File: config.mk
export PLATFORM = sky130hd
export DESIGN_NAME = rd_port_arbiter
export DESIGN_NICKNAME = d
export VERILOG_FILES = /design/src/rtl/rd_port_arbiter.sv
export SDC_FILE = /design/constraint.sdc
export NUM_CORES = 1
export LEC_CHECK = 0
export CAP_MARGIN = 0
export CORE_MARGIN = 2
export CORE_UTILIZATION = 50
export CTS_CLUSTER_DIAMETER = 120
export DETAILED_ROUTE_END_ITERATION = 8
export DONT_BUFFER_PORTS = 1
export PLACE_DENSITY = 0.72
export SLEW_MARGIN = 20
export SYNTH_ARGS = -nofsm -noshare
export SYNTH_HDL_FRONTEND = slang
export SYNTH_SLANG_ARGS = --single-unit
export TNS_END_PERCENT = 1
File: constraint.sdc
create_clock -name rd_clk -period 2.3 [get_ports rd_clk]
set_input_delay 0.23 -clock rd_clk [delete_from_list [all_inputs] [get_ports rd_clk]]
set_output_delay 0.23 -clock rd_clk [all_outputs]
set_load 0.005 [all_outputs]
File: src/rtl/rd_port_arbiter.sv
// rd_port_arbiter: round-robin arbiter sharing the async FIFO read port among NUM_REQ consumers.
// Latency: req->gnt 1 cycle, gnt->strobe same cycle (ISSUE), fifo_rd_valid->out_valid 1 cycle.
// Backpressure: one word outstanding; grant ends after MAX_BURST words, on req drop or FIFO empty.
// Optional feature macro: ARB_TIMEOUT_EN aborts a WAIT with no fifo_rd_valid after TIMEOUT cycles.
module rd_port_arbiter #(
  parameter int NUM_REQ    = 4,
  parameter int DATA_WIDTH = 8,
  parameter int MAX_BURST  = 4,
  parameter int TIMEOUT    = 15
) (
  input  logic                  rd_clk,
  input  logic                  rst_,
  input  logic [NUM_REQ-1:0]    req,
  output logic [NUM_REQ-1:0]    gnt,
  output logic                  fifo_rd_req_,
  input  logic                  fifo_empty,
  input  logic                  fifo_rd_valid,
  input  logic [DATA_WIDTH-1:0] fifo_rd_data,
  output logic [NUM_REQ-1:0]    out_valid,
  output logic [DATA_WIDTH-1:0] out_data,
  output logic                  err
);

  localparam int IDX_W = $clog2(NUM_REQ);
  localparam int CNT_W = $clog2(MAX_BURST) + 1;

  typedef enum logic [1:0] {
    S_IDLE    = 2'd0,
    S_ISSUE   = 2'd1,
    S_WAIT    = 2'd2,
    S_RELEASE = 2'd3
  } state_t;

  state_t           state;
  logic [IDX_W-1:0] last;
  logic [IDX_W-1:0] winner;
  logic [IDX_W-1:0] pick;
  logic             found;
  logic [CNT_W-1:0] beat_cnt;

`ifdef ARB_TIMEOUT_EN
  // Counts completed WAIT cycles without a returned word; TIMEOUT never exceeds 255.
  logic [7:0]       wait_cnt;
`else
  // No timeout logic in this build: constant low for every legal TIMEOUT.
  assign err = (TIMEOUT < 1);
`endif

  // Round-robin search: first requester after the previous winner, wrapping modulo NUM_REQ.
  always_comb begin
    found = 1'b0;
    pick  = '0;
    for (int i = 1; i <= NUM_REQ; i++) begin
      if (!found && req[IDX_W'((int'(last) + i) % NUM_REQ)]) begin
        found = 1'b1;
        pick  = IDX_W'((int'(last) + i) % NUM_REQ);
      end
    end
  end

  // Arbitration FSM with registered grant, read strobe, data steering and error outputs.
  always_ff @(posedge rd_clk) begin
    if (!rst_) begin
      state        <= S_IDLE;
      last         <= IDX_W'(NUM_REQ - 1);
      winner       <= '0;
      beat_cnt     <= '0;
      gnt          <= '0;
      fifo_rd_req_ <= 1'b1;
      out_valid    <= '0;
      out_data     <= '0;
`ifdef ARB_TIMEOUT_EN
      wait_cnt     <= '0;
      err          <= 1'b0;
`endif
    end else begin
      out_valid <= '0;
`ifdef ARB_TIMEOUT_EN
      err       <= 1'b0;
`endif
      case (state)
        S_IDLE: begin
          if (found && !fifo_empty) begin
            winner       <= pick;
            gnt          <= NUM_REQ'(1) << pick;
            beat_cnt     <= '0;
            fifo_rd_req_ <= 1'b0;
            state        <= S_ISSUE;
          end
        end
        S_ISSUE: begin
          // The strobe is low for exactly the ISSUE cycle.
          fifo_rd_req_ <= 1'b1;
          state        <= S_WAIT;
`ifdef ARB_TIMEOUT_EN
          wait_cnt     <= '0;
          err          <= (TIMEOUT == 1);
`endif
        end
        S_WAIT: begin
          if (fifo_rd_valid) begin
            out_valid <= gnt;
            out_data  <= fifo_rd_data;
            beat_cnt  <= beat_cnt + CNT_W'(1);
            // A dropped req still gets its in-flight word, then the grant ends.
            if (beat_cnt == CNT_W'(MAX_BURST - 1) || !req[winner] || fifo_empty) begin
              state <= S_RELEASE;
            end else begin
              fifo_rd_req_ <= 1'b0;
              state        <= S_ISSUE;
            end
          end
`ifdef ARB_TIMEOUT_EN
          else if (wait_cnt == 8'(TIMEOUT - 1)) begin
            // err was raised during this final WAIT cycle; drop the grant now.
            gnt   <= '0;
            last  <= winner;
            state <= S_IDLE;
          end else begin
            wait_cnt <= wait_cnt + 8'd1;
            err      <= (wait_cnt == 8'(TIMEOUT - 2));
          end
`endif
        end
        S_RELEASE: begin
          gnt   <= '0;
          last  <= winner;
          state <= S_IDLE;
        end
        default: state <= S_IDLE;
      endcase
    end
  end

endmodule
# [Word level (Yosys, flattened, before mapping)]
# Cells that the tools add are included.
[word_totals] input_bits=16 ff_bits=26 word_cells=83 output_inout_bits=18
[classes] magnitude_cmp=5 n_shift=1 n_addsub=5 mux=35 eq_ne=7 n_reduce_logical=22
[ops] operator="less-than comparator 2 x 4 -> 1 bit, second input constant" n=4
[ops] operator="2-to-1 mux 1 bit" n=16
[ops] operator="2-to-1 mux 2 bit" n=7
[ops] operator="binary-select mux 1 bit (select 2 bit)" n=5
[ops] operator="one-hot mux 2 bit (4 select lines)" n=1
[ops] operator="one-hot mux 4 bit (2 select lines)" n=1
[ops] operator="AND reduction 2 bit" n=4
[ops] operator="2-to-1 mux 3 bit" n=2
[ops] operator="inequality test 2 bit, second input constant" n=3
[ops] operator="one-hot mux 3 bit (2 select lines)" n=1
[ops] operator="AND reduction 3 bit" n=2
[ops] operator="logical NOT 1 bit" n=5
[ops] operator="adder 2 x 1 -> 2 bit, second input constant" n=2
[ops] operator="adder 2 bit, second input constant" n=2
[ops] operator="== test 2 bit, second input constant" n=2
[ops] operator="logical AND 1 bit" n=4
[ops] operator="2-to-1 mux 4 bit" n=1
[ops] operator="AND reduction 4 bit" n=1
[ops] operator="nonzero test 2 bit" n=2
[ops] operator="<< shifter 1 x 2 -> 4 bit, first input constant" n=1
[ops] operator="adder 3 x 1 -> 3 bit, second input constant" n=1
[ops] operator="== test 3 x 2 -> 1 bit, second input constant" n=1
[ops] operator="less-than comparator 2 x 3 -> 1 bit, second input constant" n=1
[ops] operator="one-hot mux 1 bit (3 select lines)" n=1
[ops] operator="other kinds (4)" n=5

# [Depth between registers and ports, before layout]
# Gate-level depths: netlist (run 1).
[logic_depth] word_depth=17 mapped_depth=6 mapped_depth_nobuf=6

# [Worst setup path before layout (run 1)]
# No wires, ideal clock.
[synth_path] kind="register -> register" startpoint="reg state[0]" endpoint="reg gnt[1]" arrival_ps=1442 n_path_buf=1 t_required_ps=2233 path_slack_ps=791 path_stages_with_launch=5 path_cell_list="dfxtp_1 -> or4_1 -> clkbuf_2 -> or3_4 -> o21ai_2"
[synth_via] elab_chain_len=3
[synth_rtl] element="from (decl)" line="34" rtl="state_t state;"
[synth_rtl] element="from (signal assigned)" line="64" rtl="state <= S_IDLE;"
[synth_rtl] element="from (signal assigned)" line="88" rtl="state <= S_ISSUE;"
[synth_rtl] element="from (signal assigned)" line="94" rtl="state <= S_WAIT;"
[synth_rtl] element="== test 2 bit or logical NOT 2 bit (tied branches)" line="81" rtl="case (state)"
[synth_rtl] element="nonzero test 2 bit (no source line) or inequality test 2 bit (tied branches)"
[synth_rtl] element="AND reduction 2 bit (no source line)"
[synth_rtl] element="to (signal assigned)" line="85" rtl="gnt <= NUM_REQ'(1) << pick;"
[synth_rtl] element="to (decl)" line="14" rtl="output logic [NUM_REQ-1:0] gnt,"
# Several ways; a longest one is shown, not always the timed one.
# A chain may end at the register's enable or synchronous reset.

# [Final worst setup path (run 1)]
# Ends and elaborated chain as after synthesis.

==> flow_metrics.tcl, run 1 <==
set metrics [dict create \
    dp.cells 150 \
    overflow 0 \
    cts_root_buf "clkbuf_4" \
    placement_rows 16 \
    synth_top_area_cell "dfxtp_1" \
    ir_worst_vdd_mv 0.372 \
    coreArea_sq_um 2020 \
    crit_cells 3 \
    diodes 0 \
    critPathArrivalTime_ps 1970 \
    worstPathMaxFanout 12 \
    hold_depth 2 \
    antenna_found_initial 0 \
    vias_per_cell 5.82 \
    synth-adder-area-share 0.0228 \
    startpoint "state[0]$_SDFFE_PN0P_" \
    postCtsSetupRepairBufs 0 \
    synthMuxAreaShare 0.0239 \
    status "completed" \
    initial_utilization 0.543 \
    synthDistinctLibCells 31 \
    drt_iter0_markers 23 \
    power_density_nw_per_um2 743 \
    drc_errors 0 \
    path_clk_slew_ps 140 \
    cpPeakStageDelay_ps 690 \
    track_usage 0.177 \
    start_kind "flop" \
    rsz0062_at_grt "no" \
    grt_pass1_wl_um 3550 \
    worstHoldPathType "in -> reg" \
    switching_power_mw 0.189 \
    pwr-share-clk 0.351 \
    required_ps 2570 \
    globalplace.congestion 0.806 \
    slew_headroom 0.550 \
    multiInputGateArea_sq_um 531 \
    post-route-min-period_ps 1710 \
    cts_buffers 3 \
    stdcell_count 155 \
    fin_ws_ps 592 \
    grt_pass1_vias 838 \
    wl_um 2090 \
    finalClockSkew_ps 7.76 \
    r2r_cells 3 \
    synth_top_family_by_area "simple AND/OR/NAND/NOR gates" \
    fin_crit_sh 0.742 \
    r2r_start "state[0]$_SDFFE_PN0P_" \
    synth_compound_area_frac 0.153 \
    cts_max_path_buffers 2 \
    leakage_nw 0.440 \
    ys_ff_latch 26 \
    die_h_um 50.8 \
    whs_ps 30.6 \
    num_vias 902 \
    max_cap_violations 0 \
    synth-simple-area-share 0.281 \
    dp_hpwl_um 1540 \
    htreeDepth 1 \
    io_pins 34 \
    syn_area_sq_um 1100 \
    area_growth_pct 6.27 \
    setup_viol_count_final 0 \
    final_common_cell "dfxtp_1" \
    nFillCells 193 \
    ant_nets 0 \
    synth.top_cells.by_area "dfxtp_1, nand2_1, a21oi_1" \
    place.port_buffers 0 \
    cts_resized 0 \
    slowest_stage "or4_1" \
    syn_inst 130 \
    endpoint_kind "flop" \
    p_comb_frac 0.085 \
    p_seq_frac 0.564 \
    synth.avg_cell_area_sq_um 8.44 \
    ys_seq_area_frac 0.474 \
    r2r_slack_ps 590 \
    cts_sinks 26 \
    synthXorXnorAreaFrac 0 \
    drive_gt1_frac 0.0859 \
    slew_viol_final 0 \
    clk_latency_ps 310 \
    die_w_um 50.8 \
    tritoncts "done" \
    grt_max_degree 16 \
    hold-path-endpoint "out_data[1]$_SDFFE_PN0P_" \
    final_cell_mix "dfxtp_1, nand2_1, a21oi_1, nor2_1, nand3_1" \
    fin_setup_tns_ps 0 \
    swShare 0.219 \
    wl_per_cell_um 13.5 \
    syn-num-nets 148 \
    cp_num_buf_inv 0 \
    layout.nets 147 \
    fp.dieArea_sq_um 2590 \
    path_cells "or4_1 > or3_4 > o21ai_2" \
    max_freq_mhz 586 \
    internal-power_mw 0.677 \
    reg2reg_to "gnt[1]$_SDFFE_PN0P_" \
    worstMarginPinSlew_ps 670 \
    min_from "fifo_rd_data[1]" \
    yosysWarnings 0 \
    pre_cts_slack_ps 619 \
    finalHoldViolations 0 \
    crit_family "simple AND/OR/NAND/NOR gates" \
    synth_top_area_share 0.474 \
    drt-pass1-iter-count 4 \
    regArea_sq_um 520 \
    path_class "reg -> reg" \
    power.total_mw 0.867 \
]
-- how the worst max path moves through the flow --
| stage | to |
|---|---|
| detailed placement | gnt[1]$_SDFFE_PN0P_ |
| finish | gnt[1]$_SDFFE_PN0P_ |
| CTS | gnt[1]$_SDFFE_PN0P_ |
| global route | gnt[0]$_SDFFE_PN0P_ |
| global placement | gnt[1]$_SDFFE_PN0P_ |
| floorplan | gnt[1]$_SDFFE_PN0P_ |
-- cell families (layout without fill, tap and decap cells) --
| logic type | count (synthesis) | after routing |
|---|---|---|
| AO/OA/AOI/OAI | 27 | 27 |
| flip-flops | 26 | 26 |
| adder cells (fa/ha/maj) | 2 | 2 |
| multiplexers | 1 | 1 |
| other | 1 | 1 |
| buffers and inverters | 11 | 9 |
| AND/OR/NAND/NOR | 62 | 62 |
-- what timing repair did --
action | 4_1_cts | 5_1_grt
hold buffers | 1 | 0
hold endpoints to repair | 3 | 0
endpoints found under the setup margin | 0 | 0
-- Yosys cell counts --
master / number
nor3_1: 1
o221a_2: 1
conb_1: 1
nand4_1: 4
o41a_1: 1
dfxtp_1: 26
nor2b_1: 2
clkbuf_2: 1
or2_2: 1
o21ai_0: 6
clkbuf_1: 6
inv_1: 3
o31ai_1: 1
ha_1: 2
o21ba_2: 1
nand2b_1: 1
a22oi_1: 1
or3_4: 1
or2b_1: 2
mux4_1: 1
o21ai_2: 2
nor4_1: 2
and3_1: 5
nand3_1: 8
a21o_1: 1
nor2_1: 9
nand2_1: 23
a21oi_1: 13
buf_4: 1
or4_1: 1
nand3b_1: 2
-- per-stage QoR --
step | utilization | cell area [sq um]
after floorplan | - | 1100
after global placement | 0.546 | 1100
after detailed placement | 0.546 | 1100
after CTS | 0.577 | 1170
after global routing | 0.577 | 1170
final | 0.577 | 1170
-- metal layers --
layer | wire length (um) | vias up | GRT usage
li1 | - | 448 | -
met5 | 0 | - | 0
met4 | 24 | 0 | 0.0405
met1 | 941 | 406 | 0.225
met3 | 188 | 6 | 0.0526
met2 | 936 | 42 | 0.296
-- power groups by stage --
stage | Sequential (mW) | Clock (mW) | Combinational, mW
after CTS | 0.489 | 0.315 | 0.0735
final | 0.488 | 0.305 | 0.0735
after global placement | 0.498 | 0 | 0.0690
after floorplan | 0.488 | 0 | 0.0705
after global routing | 0.492 | 0.329 | 0.0834
after detailed placement | 0.498 | 0 | 0.0712
-- flip-flops by register name (all words and copies together) (netlist names) --
name / cells
gnt: 4
winner: 2
fifo_rd_req_: 1
beat_cnt: 3
last: 2
out_valid: 4
state: 2
out_data: 8
-- layout make-up --
| class | instances | area share |
|---|---|---|
| clock inverters | 1 | 0.0258 |
| flip-flops and latches | 26 | 0.446 |
| well taps | 27 | 0.0290 |
| repair buffers | 2 | 0.0150 |
| multi-input cells | 93 | 0.455 |
| inverters | 3 | 0.00966 |
| clock buffers | 3 | 0.0193 |
Note: power is estimated with default switching activity, not from simulation.
==> run 2, diff against run 1 <==
--- a/config.mk
+++ b/config.mk
@@ -5,13 +5,14 @@
 export SDC_FILE = /design/constraint.sdc
 export NUM_CORES = 1
 export LEC_CHECK = 0
+export ABC_AREA = 1
 export CAP_MARGIN = 0
 export CORE_MARGIN = 2
 export CORE_UTILIZATION = 50
 export CTS_CLUSTER_DIAMETER = 120
 export DETAILED_ROUTE_END_ITERATION = 8
 export DONT_BUFFER_PORTS = 1
-export PLACE_DENSITY = 0.72
+export PLACE_DENSITY = 0.75
 export SLEW_MARGIN = 20
 export SYNTH_ARGS = -nofsm -noshare
 export SYNTH_HDL_FRONTEND = slang
==> constraint.sdc (replaced) <==
create_clock -name rd_clk -period 1.4 [get_ports rd_clk]
set_input_delay 0.14 -clock rd_clk [delete_from_list [all_inputs] [get_ports rd_clk]]
set_output_delay 0.14 -clock rd_clk [all_outputs]
set_load 0.005 [all_outputs]
==> flow_metrics.tcl, run 2 <==
set metrics [dict create \
    status "finished, violations left" \
    violations "negative hold slack, negative setup slack" \
    endpoint_kind "flop" \
    yosysMostFrequentCell "nor2_1" \
    synth-adder-area-share 0.0178 \
    synth.top_cells.by_area "dfxtp_1, nor2_1, nand2_1" \
    syn_area_sq_um 1410 \
    synth_top_area_share 0.370 \
    final_core_util 0.632 \
    nFillCells 243 \
    synth_top_flop_cell "dfxtp_1" \
    drc_errors 0 \
    fin_setup_tns_ps -1790 \
    layout.nets 227 \
    cp_num_buf_inv 1 \
    largest_reg_flops 8 \
    drt-pass1-iter-count 4 \
    regMostFlops "out_data" \
    synth_edf_count 0 \
    rsz0062_at_grt "yes" \
    yosysWarnings 0 \
    power_density_nw_per_um2 1060 \
    slowest_stage "dfxtp_4" \
    coreArea_sq_um 2710 \
    max_cap_violations 0 \
    synthDistinctLibCells 25 \
    cts_max_path_buffers 2 \
    io_pins 34 \
    track_usage 0.208 \
    synth_top_family_by_area "simple AND/OR/NAND/NOR gates" \
    ys_ff_latch 26 \
    worstHoldPathType "in -> reg" \
    die_h_um 57.0 \
    path_common_cell "nand2_2" \
    fp.dieArea_sq_um 3250 \
    grt_pass1_vias 1296 \
    finalHoldViolations 15 \
    dp_hpwl_um 2430 \
    slew_viol_final 0 \
    final_common_cell "nor2_1" \
    clk_latency_ps 310 \
    grt_pass1_wl_um 5440 \
    ys_seq_area_frac 0.370 \
    post-route-min-period_ps 1600 \
    start_kind "flop" \
    async_flop_share 0 \
    final_cell_mix "nor2_1, inv_1, dfxtp_1, nand2_1, nand2_2" \
    overflow 0 \
    fin_crit_sh 1.14 \
    placement_rows 19 \
    die_w_um 57.0 \
    globalplace.congestion 0.835 \
    synth-simple-area-share 0.406 \
    drive_gt1_frac 0.351 \
    cts_root_buf "clkbuf_4" \
    cts_buffers 3 \
    leakage_nw 0.770 \
    ir_worst_vdd_mv 0.904 \
    place.port_buffers 0 \
    initial_utilization 0.518 \
    crit_family "simple AND/OR/NAND/NOR gates" \
    critPathArrivalTime_ps 1860 \
    htreeDepth 1 \
    area_growth_pct 21.8 \
    finalClockSkew_ps 3.44 \
    vias_per_cell 5.31 \
    synth.avg_cell_area_sq_um 7.24 \
    path_cells "buf_6 > nand2_2 > nand2_4 > nand2_4 > nand2_4 > nor2_8 > nand3_4 > nand2_2 > nand2_2 > nand2_2 > nand3_2 > a21oi_2" \
    fin_ws_ps -200 \
    path_class "reg -> reg" \
    syn-num-nets 212 \
    max_freq_mhz 625 \
    num_vias 1270 \
    netlist_top_cells_count "nor2_1, nand2_1, dfxtp_1" \
    synthXorXnorAreaFrac 0 \
    syn_inst 194 \
    required_ps 1660 \
    whs_ps -79.9 \
    postCtsSetupRepairBufs 0 \
    worstPathMaxFanout 5 \
    synth_top_area_cell "dfxtp_1" \
    grt_max_degree 18 \
    synthMuxAreaShare 0 \
    cpPeakStageDelay_ps 390 \
    ant_nets 0 \
    tritoncts "done" \
    diodes 0 \
    cts_sinks 26 \
    postCtsHoldBufs 3 \
    path_clk_slew_ps 140 \
    drt_iter0_markers 37 \
    reg.largest.list "out_data x8, gnt x4, out_valid x4" \
    synth_compound_area_frac 0.112 \
    wl_per_cell_um 13.6 \
    wl_um 3250 \
    setup_viol_count_final 11 \
    antenna_found_initial 0 \
]
run 2: metal layers:
metal	up-vias	global-route usage	wire length (um)
li1	645	-	-
met1	593	0.232	1230
met2	24	0.389	1840
met3	8	0.0295	94
met4	0	0.0897	87
met5	-	0	0
run 2: layout make-up:
class	instances	area, sq um	share of cell area
clock buffer	3	22.5	0.0132
clock inverter	1	30.0	0.0175
inverter	28	108	0.0629
multi-input combinational	137	871	0.509
sequential	26	529	0.309
tap	31	38.8	0.0227
timing repair buffer	13	113	0.0658
run 2: metrics by stage:
stage / area (sq um) / power (mW) / cells / hold WS (ps) / setup WS (ps)
finish: 1710 / 1.81 / 239 / -79.9 / -200
global route: 1710 / 1.90 / 239 / -99.7 / -294
CTS: 1670 / 1.80 / 239 / -107 / -156
detailed placement: 1520 / 1.25 / 232 / 231 / -196
global placement: 1520 / 1.23 / 232 / 228 / -103
floorplan: 1430 / 1.17 / 194 / 275 / 0.530
run 2: worst paths after layout:
| kind | start | endpoint | slack, ps | cells after the start |
|---|---|---|---|---|
| hold / removal | rst_ | last[0]$_SDFFE_PN1P_ | -80 | 1 |
| setup / recovery | last[0]$_SDFFE_PN1P_ | gnt[3]$_SDFFE_PN0P_ | -200 | 12 |
| setup reg to reg | last[0]$_SDFFE_PN1P_ | gnt[3]$_SDFFE_PN0P_ | -200 | 12 |
| hold reg to reg | gnt[2]$_SDFFE_PN0P_ | out_valid[2]$_SDFF_PN0_ | 480 | 2 |
run 2: kinds of logic (layout without fill, tap and decap cells):
logic type	after synthesis	after routing
buffers and inverters	31	45
and+or+nand+nor	104	104
DFF	26	26
AOI/OAI and AO/OA	30	30
other	1	1
adders and majority gates	2	2
run 2: report_power, final:
group | leakage [nW] | switching [mW] | total [mW] | internal [mW]
registers | 0.212 | 0.0519 | 0.845 | 0.793
logic | 0.531 | 0.293 | 0.463 | 0.169
clock network | 0.0279 | 0.214 | 0.503 | 0.289
total | 0.770 | 0.559 | 1.81 | 1.25
run 2: repair_timing:
| item | in CTS | in global routing |
|---|---|---|
| hold endpoints to repair | 15 | 15 |
| endpoints found under the setup margin | 11 | 18 |
| resized for setup | 16 | 17 |
| pin swaps | 7 | 7 |
==> run 3, diff against run 2 <==
--- a/config.mk
+++ b/config.mk
@@ -5,8 +5,8 @@
 export SDC_FILE = /design/constraint.sdc
 export NUM_CORES = 1
 export LEC_CHECK = 0
-export ABC_AREA = 1
 export CAP_MARGIN = 0
+export CORE_ASPECT_RATIO = 1.2
 export CORE_MARGIN = 2
 export CORE_UTILIZATION = 50
 export CTS_CLUSTER_DIAMETER = 120
==> flow_metrics.tcl, run 3 (same netlist as run 1, synthesis figures left out) <==
set metrics [dict create \
    path_clk_slew_ps 140 \
    dpl-instance-area_sq_um 1170 \
    largest_reg_flops 8 \
    final_cell_area_sq_um 1340 \
    drc_errors 0 \
    path_class "reg -> reg" \
    critPathArrivalTime_ps 1660 \
    stdcell_count 175 \
    required_ps 1660 \
    die_h_um 55.3 \
    power.total_mw 1.49 \
    dp.cells 161 \
    layout.nets 164 \
    cts_sinks 26 \
    regMostFlops "out_data" \
    num_vias 961 \
    fin_crit_sh 1.01 \
    fp.dieArea_sq_um 2590 \
    leakage_nw 0.516 \
    max_cap_violations 0 \
    coreArea_sq_um 2070 \
    endpoint_kind "flop" \
    globalplace.congestion 0.846 \
    grt_pass1_vias 902 \
    status "finished, violations left" \
    drive_gt1_frac 0.179 \
    htreeDepth 1 \
    regArea_sq_um 523 \
    clk_latency_ps 310 \
    setup_viol_count_final 1 \
    worstPathMaxFanout 3 \
    ant_nets 0 \
    die_w_um 46.8 \
    placement_rows 18 \
    violations "negative setup slack" \
    place.port_buffers 0 \
    tritoncts "done" \
    fin_setup_tns_ps -7.09 \
    antenna_found_initial 0 \
    grt_max_degree 16 \
    wl_um 2530 \
    grt_pass1_wl_um 3650 \
    slew_viol_final 0 \
    power_density_nw_per_um2 1110 \
    wl_per_cell_um 14.4 \
    vias_per_cell 5.49 \
    overflow 0 \
    reg.largest.list "out_data x8, gnt x4, out_valid x4" \
    drt_iter0_markers 9 \
    nFillCells 181 \
    pre_cts_slack_ps 15.6 \
    dp_hpwl_um 1590 \
    rsz0062_at_grt "yes" \
    drt-pass1-iter-count 4 \
    cts_max_path_buffers 2 \
    cts_root_buf "clkbuf_4" \
    max_freq_mhz 711 \
    worstHoldPathType "in -> reg" \
    final_common_cell "dfxtp_1" \
    initial_utilization 0.530 \
    track_usage 0.186 \
    multiInputGateArea_sq_um 548 \
    ir_worst_vdd_mv 0.681 \
    r2r_slack_ps -7 \
    area_growth_pct 21.9 \
    finalHoldViolations 0 \
    final_cell_mix "dfxtp_1, nand2_1, a21oi_1, buf_4" \
    finalClockSkew_ps 3.67 \
    diodes 0 \
    post-route-min-period_ps 1410 \
    cts_buffers 3 \
    start_kind "flop" \
    io_pins 34 \
    fin_ws_ps -7.09 \
]
[run 3: cell type report]
class / count / share of cell area
timing repair buffer: 19 / 0.123
multi-input combinational: 93 / 0.410
clock buffer: 3 / 0.0168
sequential: 26 / 0.391
clock inverter: 1 / 0.0225
tap: 30 / 0.0281
inverter: 3 / 0.00842
[run 3: final timing paths]
kind | from | to | cells after the start
max | last[0]$_SDFFE_PN1P_ | gnt[1]$_SDFFE_PN0P_ | 4
min | rst_ | winner[0]$_SDFFE_PN0P_ | 2
max reg2reg | last[0]$_SDFFE_PN1P_ | gnt[1]$_SDFFE_PN0P_ | 4
min reg2reg | out_data[0]$_SDFFE_PN0P_ | out_data[0]$_SDFFE_PN0P_ | 2
[run 3: layer usage]
layer | GRT usage | wire [um]
met5 | 0 | 0
met4 | 0.0556 | 12
met3 | 0.0523 | 109
met2 | 0.323 | 1320
met1 | 0.210 | 1080
[run 3: power by group]
group          internal (mW)  switching [mW]  total [mW]
logic                 0.0942          0.0959       0.190
registers              0.770          0.0234       0.793
clock network          0.289           0.217       0.506
[run 3: what timing repair did]
item	4_1_cts	5_1_grt
resized for setup	3	4
hold buffers	9	0
setup endpoints to repair	3	4
pin swaps	0	2
setup buffers	0	1
endpoints found under the hold margin	19	0
[run 3: critical path, cell delays in order (launching register included)]
cell	delay (ps)
dfxtp_2	350
or2b_1	250
o221a_4	280
or3_4	380
o21ai_2	110
[run 3: stage by stage]
stage / util / hold slack, ps
finish: 0.646 / 42.8
CTS: 0.636 / 37.5
global route: 0.646 / 27.5
floorplan: - / 276
detailed placement: 0.563 / 219
global placement: 0.563 / 214
